$ cat src/rtl/cpu_pkg.sv
// Shared types for the memory port arbiter.
//   arb_state_e : arbiter FSM state (idle / waiting for response)
//   arb_owner_e : which requester owns the outstanding transaction
//   mem_req_t   : one memory access (write flag, address, write data, byte enables)
package cpu_pkg;

  localparam int ARB_ADDR_W = 32;
  localparam int ARB_DATA_W = 32;
  localparam int ARB_BE_W   = ARB_DATA_W / 8;

  typedef enum logic {
    ARB_IDLE = 1'b0,
    ARB_BUSY = 1'b1
  } arb_state_e;

  typedef enum logic {
    OWN_IF = 1'b0,
    OWN_LS = 1'b1
  } arb_owner_e;

  typedef struct packed {
    logic                  we;
    logic [ARB_ADDR_W-1:0] addr;
    logic [ARB_DATA_W-1:0] wdata;
    logic [ARB_BE_W-1:0]   be;
  } mem_req_t;

endpackage

$ cat src/rtl/arb_lat_counter.sv
// Response latency counter for the memory port arbiter.
//   clk, reset : clock, asynchronous active-high reset
//   load       : transaction granted, restart the count at MEM_LAT
//   dec        : a transaction is outstanding, count down one
//   done       : count is 1, i.e. this is the response cycle
module arb_lat_counter #(
  parameter int MEM_LAT = 1
) (
  input  logic clk,
  input  logic reset,
  input  logic load,
  input  logic dec,
  output logic done
);

  localparam int CW = $clog2(MEM_LAT + 1);

  logic [CW-1:0] cnt_q, cnt_d;

  always_comb begin
    cnt_d = cnt_q;
    if (load)
      cnt_d = CW'(MEM_LAT);
    else if (dec && cnt_q != '0)
      cnt_d = cnt_q - CW'(1);
  end

  always_ff @(posedge clk or posedge reset) begin
    if (reset) cnt_q <= '0;
    else       cnt_q <= cnt_d;
  end

  assign done = (cnt_q == CW'(1));

endmodule

$ cat src/rtl/mem_port_arbiter.sv
// Shares one single-port memory between instruction fetch (IF) and the
// load/store unit (LS). One transaction outstanding, fixed read latency.
// LS wins by default; after STARVE_MAX consecutive lost slots IF is forced in.
//   clk, reset                  : clock, asynchronous active-high reset
//   if_req/if_addr              : fetch request (held until if_gnt)
//   if_gnt/if_rvalid/if_rdata   : fetch grant, response pulse, response data
//   ls_req/ls_we/ls_addr/
//   ls_wdata/ls_be              : load/store request (held until ls_gnt)
//   ls_gnt/ls_rvalid/ls_rdata   : LS grant, response pulse, load data (0 on store ack)
//   mem_en/mem_we/mem_addr/
//   mem_wdata/mem_be            : memory access, driven in the grant cycle
//   mem_rdata                   : memory read data, valid MEM_LAT cycles after mem_en
module mem_port_arbiter
  import cpu_pkg::*;
#(
  parameter int ADDR_W     = ARB_ADDR_W,
  parameter int DATA_W     = ARB_DATA_W,
  parameter int MEM_LAT    = 1,
  parameter int STARVE_MAX = 3
) (
  input  logic                clk,
  input  logic                reset,
  input  logic                if_req,
  input  logic [ADDR_W-1:0]   if_addr,
  output logic                if_gnt,
  output logic                if_rvalid,
  output logic [DATA_W-1:0]   if_rdata,
  input  logic                ls_req,
  input  logic                ls_we,
  input  logic [ADDR_W-1:0]   ls_addr,
  input  logic [DATA_W-1:0]   ls_wdata,
  input  logic [DATA_W/8-1:0] ls_be,
  output logic                ls_gnt,
  output logic                ls_rvalid,
  output logic [DATA_W-1:0]   ls_rdata,
  output logic                mem_en,
  output logic                mem_we,
  output logic [ADDR_W-1:0]   mem_addr,
  output logic [DATA_W-1:0]   mem_wdata,
  output logic [DATA_W/8-1:0] mem_be,
  input  logic [DATA_W-1:0]   mem_rdata
);

  localparam int SW = $clog2(STARVE_MAX + 1);

  arb_state_e    state_q, state_d;
  arb_owner_e    owner_q, owner_d;
  logic          store_q, store_d;
  logic [SW-1:0] starve_q, starve_d;

  logic     lat_done, resp, slot, if_starved, ls_win, if_win, grant;
  mem_req_t mreq;

  arb_lat_counter #(.MEM_LAT(MEM_LAT)) u_lat (
    .clk  (clk),
    .reset(reset),
    .load (grant),
    .dec  (state_q == ARB_BUSY),
    .done (lat_done)
  );

  always_comb begin
    resp       = (state_q == ARB_BUSY) && lat_done;
    // a new grant may overlap the response cycle of the previous one
    slot       = (state_q == ARB_IDLE) || resp;
    if_starved = if_req && (starve_q == SW'(STARVE_MAX));
    // grants are combinational with req, so mask them while reset is held
    ls_win     = !reset && slot && ls_req && !if_starved;
    if_win     = !reset && slot && if_req && !ls_win;
    grant      = ls_win || if_win;

    mreq = '0;
    if (ls_win) begin
      mreq = '{we: ls_we, addr: ls_addr, wdata: ls_wdata, be: ls_be};
    end else if (if_win) begin
      mreq.addr = if_addr;
      mreq.be   = '1;
    end

    state_d  = state_q;
    owner_d  = owner_q;
    store_d  = store_q;
    starve_d = starve_q;
    if (slot)
      state_d = grant ? ARB_BUSY : ARB_IDLE;
    if (ls_win) begin
      owner_d = OWN_LS;
      store_d = ls_we;
      if (if_req && starve_q != SW'(STARVE_MAX))
        starve_d = starve_q + SW'(1);
    end
    if (if_win) begin
      owner_d  = OWN_IF;
      store_d  = 1'b0;
      starve_d = '0;
    end
  end

  always_ff @(posedge clk or posedge reset) begin
    if (reset) begin
      state_q  <= ARB_IDLE;
      owner_q  <= OWN_IF;
      store_q  <= 1'b0;
      starve_q <= '0;
    end else begin
      state_q  <= state_d;
      owner_q  <= owner_d;
      store_q  <= store_d;
      starve_q <= starve_d;
    end
  end

  assign if_gnt    = if_win;
  assign ls_gnt    = ls_win;
  assign mem_en    = grant;
  assign mem_we    = mreq.we;
  assign mem_addr  = mreq.addr;
  assign mem_wdata = mreq.wdata;
  assign mem_be    = mreq.be;

  assign if_rvalid = resp && (owner_q == OWN_IF);
  assign ls_rvalid = resp && (owner_q == OWN_LS);
  assign if_rdata  = if_rvalid ? mem_rdata : '0;
  // a store ack carries no data
  assign ls_rdata  = (ls_rvalid && !store_q) ? mem_rdata : '0;

endmodule

$ cat config.mk
export PLATFORM = sky130hd
export DESIGN_NAME = mem_port_arbiter
export DESIGN_NICKNAME = d
export VERILOG_FILES = /design/src/rtl/cpu_pkg.sv /design/src/rtl/arb_lat_counter.sv /design/src/rtl/mem_port_arbiter.sv
export SDC_FILE = /design/constraint.sdc
export NUM_CORES = 1
export LEC_CHECK = 0
export ABC_AREA = 1
export CAP_MARGIN = 30
export CORE_AREA = 5 5 105 107
export DETAILED_ROUTE_END_ITERATION = 10
export DIE_AREA = 0 0 110 112
export PLACE_DENSITY = 0.66
export SETUP_SLACK_MARGIN = 0.2
export SYNTH_ARGS = -nofsm -noshare
export SYNTH_HDL_FRONTEND = slang
export SYNTH_SLANG_ARGS = --single-unit
$ cat constraint.sdc
create_clock -name clk -period 1.4 [get_ports clk]
set_clock_uncertainty 0.05 [all_clocks]
set_input_delay 0.28 -clock clk [delete_from_list [all_inputs] [get_ports clk]]
set_output_delay 0.28 -clock clk [all_outputs]
set_load 0.1 [all_outputs]
# == After elaboration in Yosys (flattened, before gate mapping) ==
# Cells that the tools add are included.
# word_totals
reg_bits,6
out_inout_bits,138
# classes
addsub,2
eq_ne,2
n_mux,18
n_bitwise,2
reduce_logical,21
# op_table
cell,count
2-to-1 mux 32 bit,5
logical AND 1 bit,11
2-to-1 mux 1 bit,8
2-to-1 mux 4 bit,2
2-to-1 mux 2 bit,3
nonzero test 2 bit,3
logical NOT 1 bit,4
adder 2 x 1 -> 2 bit (second input constant),1
== test 2 bit (second input constant),1
logical OR 1 bit,2
inequality test 2 bit (second input constant),1
inverter 1 bit,2
AND reduction 2 bit,1
subtractor 1 bit (second input constant),1

# == Longest topological paths before layout ==
# Gate-level depths: netlist of run 1.
# logic_depth
word_depth,9
depth_mapped,8

# == Modules after synthesis ==
# A second synthesis of run 1 with hierarchy kept.
# unflattened
hier_cells,327
hier_area_um2,1480.2
# modules_own_cells
module,n_inst,cells_each,area_per_inst_um2,seq_area_each_um2
mem_port_arbiter,1,321,1436.4,125.1
arb_lat_counter,1,6,43.8,25.0

# == Worst setup path after synthesis of run 1 ==
# No wires, ideal clock.
# synth_timing
kind,register -> output
start,register state_q
end,output ls_rdata[10]
arrival_time_ns,3.506
t_required_ns,1.070
slack_ns,-2.436
path_stages_with_launch,6
n_path_buf,1
path_cell_list,dfrtp_1 > nand2_1 > nor2_1 > nand2_2 > buf_6 > nor2_1
# synth_between
elab_chain_len,4
# synth_lines
item,line,text
start: declaration,mem_port_arbiter.sv:46,"arb_state_e state_q, state_d;"
start signal: assignment,mem_port_arbiter.sv:106,state_q <= state_d;
logical AND 1 bit,mem_port_arbiter.sv:63,resp = (state_q == ARB_BUSY) && lat_done;
logical AND 1 bit,mem_port_arbiter.sv:122,assign ls_rvalid = resp && (owner_q == OWN_LS);
net ls_rvalid,mem_port_arbiter.sv:34,"output logic ls_rvalid,"
logical AND 1 bit,mem_port_arbiter.sv:125,assign ls_rdata = (ls_rvalid && !store_q) ? mem_rdata : '0;
2-to-1 mux 32 bit,mem_port_arbiter.sv:125,
end: declaration,mem_port_arbiter.sv:35,"output logic [DATA_W-1:0] ls_rdata,"
# The timed path passes the listed nets, and every way through them passes these cells.

# == Worst setup path in the final report of run 1 ==
# layout_timing
start,register starve_q[1]
end,output mem_be[3]
# layout_between
elab_chain_len,8
# layout_lines
item,line,text
start: declaration,mem_port_arbiter.sv:49,"logic [SW-1:0] starve_q, starve_d;"
start signal: assignment,mem_port_arbiter.sv:109,starve_q <= starve_d;
== test 2 bit (*),mem_port_arbiter.sv:66,if_starved = if_req && (starve_q == SW'(STARVE_MAX));
logical AND 1 bit (*),mem_port_arbiter.sv:66,
logical NOT 1 bit (*),mem_port_arbiter.sv:68,ls_win = !reset && slot && ls_req && !if_starved;
logical AND 1 bit (*),mem_port_arbiter.sv:68,
logical NOT 1 bit,mem_port_arbiter.sv:69,if_win = !reset && slot && if_req && !ls_win;
logical AND 1 bit,mem_port_arbiter.sv:69,
2-to-1 mux 4 bit,mem_port_arbiter.sv:75,end else if (if_win) begin
2-to-1 mux 4 bit (*),mem_port_arbiter.sv:73,if (ls_win) begin
end: declaration,mem_port_arbiter.sv:40,"output logic [DATA_W/8-1:0] mem_be,"
# Every way passes the cells marked *; elsewhere a longest branch is shown, timed or not.

==> key figures, run 1 <==
Detailed routing
  – Routed vias: 3277
  – Routed WL per cell: 18.4 um
  – DRC: 0
  – Total wire length: 14.5 mm
  – Routed vias/inst: 4.15
  – 1st-iter DRT viols: 69
  – Drt first pass iters: 4
  – Remaining antenna violation count: 0

Min path
  – Min-delay worst type: in2async

CTS
  – Clock-pin slew on the worst setup and hold paths: 0.04 ns
  – TritonCTS clock tree: yes
  – TritonCTS buffer count: 3
  – Clock Path Buffers: 2
  – Cts hold-fix bufs: 0
  – # H-tree levels: 1
  – CTS Sinks: 6
  – CTS root buf: clkbuf_8
  – Clock latency on the worst-skew pair: 0.24 ns

Worst setup path
  – Setup CP Type: reg2out
  – Critical path endpoint category: output port
  – CP Max Fanout: 9
  – CP Launch Type: flop
  – Crit path DAT: 1.86 ns
  – Worst EP required: 1.07 ns

Yosys
  – Sequential share of the synthesized area: 9.72%
  – Yosys top cell by area: nor2_1
  – Top-count cell post-synth: nor2_1
  – Synth top area share: 23.8%
  – Dominant cells by area after synthesis: nor2_1 24%, nand2_1 23%, inv_1 18%
  – YS warnings: 0
  – Syn_nets: 461
  – Post-synth cell types: 18
  – #FFs+latches synth: 6
  – Cell Area, Synth: 1540 um2
  – Syn Area/Cell: 4.78 um2
  – Synthesized netlist cell count: 323
  – Commonest cells post-synth: 98 x nor2_1, 94 x nand2_1, 72 x inv_1, 24 x nand2_2, 6 x dfrtp_1
  – EDFF count, synth: 0
  – Post-synth ARST share: 100%
  – Most used DFF post-synth: dfrtp_1

Timing
  – Slew headroom: 83.9%
  – Actual slew at the worst max-slew pin: 0.241 ns
  – Max-slew violations: 0
  – Final hold viol count: 0
  – Part of the cycle the worst path needs: 156%
  – Max Fclk: 458 MHz
  – Final WS setup: -0.786 ns
  – RSZ-0062 raised after global routing: yes
  – Period minus WS final: 2.19 ns
  – Hold slack: 0.299 ns
  – Final setup fails: 143
  – Setup TNS Final: -90.31 ns

Pwr
  – Leakage dissipation: 3.60 nW
  – Sequential power share: 2.4%
  – Combinational share of power: 95.5%
  – Total power: 13.3 mW
  – Max VDD drop: 0.000961 V
  – NetSw: 7.92 mW
  – Cell area power density: 1520 nW/um2
  – Sw Ratio: 59.4%
  – Int Pwr: 5.42 mW
  – Clock share of power: 2.1%

GRT
  – Antenna violations before repair: 0
  – Largest net degree at the start of global routing: 15
  – Grt ovf: 0
  – First-pass GRT wire length: 21.3 mm
  – Global Route Usage Sum: 22.8%
  – Vias in the first global route: 3758

Floorplanning
  – Die ar.: 12300 um2
  – Initial Util: 15.4%
  – FP Rows: 37
  – Die height: 112 um
  – Core area: 10000 um2
  – Die width: 110 um
  – I/O pin cnt: 275

Layout
  – NumNets Final: 793
  – Area growth syn-to-layout: 468%
  – Antenna fix cells: 0
  – Layout cells sized above 1: 65.4%

Status
  – Failing checks: setup timing
  – Status: finished, violations left

Placement
  – Routability cong.: 0.814
  – Post-DP HPWL: 11.1 mm
  – IO buf count: 274

Job
  – Max-Cap Viols: 0
## state kept, by name (all words and copies together) (netlist names)
| register | flops |
|---|---|
| owner_q | 1 |
| starve_q | 2 |
| state_q | 1 |
| store_q | 1 |
| u_lat.done | 1 |
## routing by layer
metal / wire length [um] / GRT usage, % / vias to the layer above
li1: - / - / 1568
met1: 4240 / 20.7 / 1537
met2: 8670 / 46.5 / 149
met3: 1210 / 5.62 / 23
met4: 385 / 8.56 / 0
met5: 0 / 0 / -
## logic make-up (layout without fill, tap and decap cells)
kind of cell    Yosys count  count (layout)  synth area share, %
flops                     6               6                 9.72
fa+ha+maj                 1               1                0.810
buf+inv                  90             420                 27.8
compound gates            3               3                 1.13
simple gates            223             223                 60.5
## cells in the final DEF, fill, tap and decap left out, types with 2 or more instances in the layout
cell	instances
clkdlybuf4s50_1	134
dfrtp_1	6
dlygate4sd2_1	2
buf_4	19
buf_6	18
inv_1	69
inv_6	2
nand2_2	20
buf_12	158
nand2_4	21
buf_16	11
nand2_1	12
nand3_2	3
clkinvlp_4	2
clkbuf_8	3
nor2_4	99
nand2_8	65
## timing repair
| item | CTS | global route |
|---|---|---|
| cloned | 10 | 0 |
| setup buffers | 17 | 7 |
| setup endpoints to repair | 144 | 144 |
| pin swaps | 15 | 16 |
| resized for setup | 49 | 16 |
## critical path: stages, from the launching register on
cell	delay, ns
dfrtp_1	0.39
ha_2	0.22
nand2_2	0.09
nand2_4	0.08
nor2_4	0.21
buf_12	0.15
buf_12	0.14
nand2_2	0.08
nand2_4	0.08
buf_12	0.17
## stage by stage
step | std cells | setup slack, ns | instance area (um2) | util, %
finish | 789 | -0.786 | 8770 | 87.3
global route | 789 | -0.833 | 8770 | 87.3
CTS | 782 | -0.703 | 8610 | 85.7
detailed placement | 752 | -0.778 | 7940 | 79.1
global placement | 752 | -0.753 | 7940 | 79.1
floorplan | 323 | -0.844 | 3490 | -
## final timing paths
| path | slack, ns | depth (start not counted) | startpoint | endpoint |
|---|---|---|---|---|
| min in group clk | 0.47 | 2 | store_q$_DFFE_PP0P_ | store_q$_DFFE_PP0P_ |
| max | -0.79 | 9 | starve_q[1]$_DFFE_PP0P_ | mem_be[3] |
| min | 0.30 | 4 | reset | starve_q[0]$_DFFE_PP0P_ |
| min reg2reg | 0.47 | 2 | store_q$_DFFE_PP0P_ | store_q$_DFFE_PP0P_ |
| max reg2reg | -0.30 | 11 | starve_q[1]$_DFFE_PP0P_ | store_q$_DFFE_PP0P_ |
| max in group asynchronous | 0.88 | 4 | reset | store_q$_DFFE_PP0P_ |
## area by class of cell
cell class	instances	area, um2
timing repair buffer	343	5180
multi-input combinational	227	2930
fill	466	1270
inverter	74	295
tap	136	170
sequential	6	150
clock buffer	3	41.3
## power by group through the flow
stage | Combinational [mW] | Clock [mW] | Sequential [mW]
after floorplan | 7.34 | 0 | 0.315
after CTS | 12.5 | 0.281 | 0.313
after global routing | 13.1 | 0.301 | 0.336
after global placement | 11.2 | 0 | 0.309
final | 12.7 | 0.280 | 0.322
after detailed placement | 11.3 | 0 | 0.315
Note: power is estimated with default switching activity, not from simulation.
==> inputs of run 2 (changes only) <==
CAP_MARGIN = not set   (was 30)
==> results of run 2 <==
No change in the layout: final DEF, timing and power equal those of run 1.
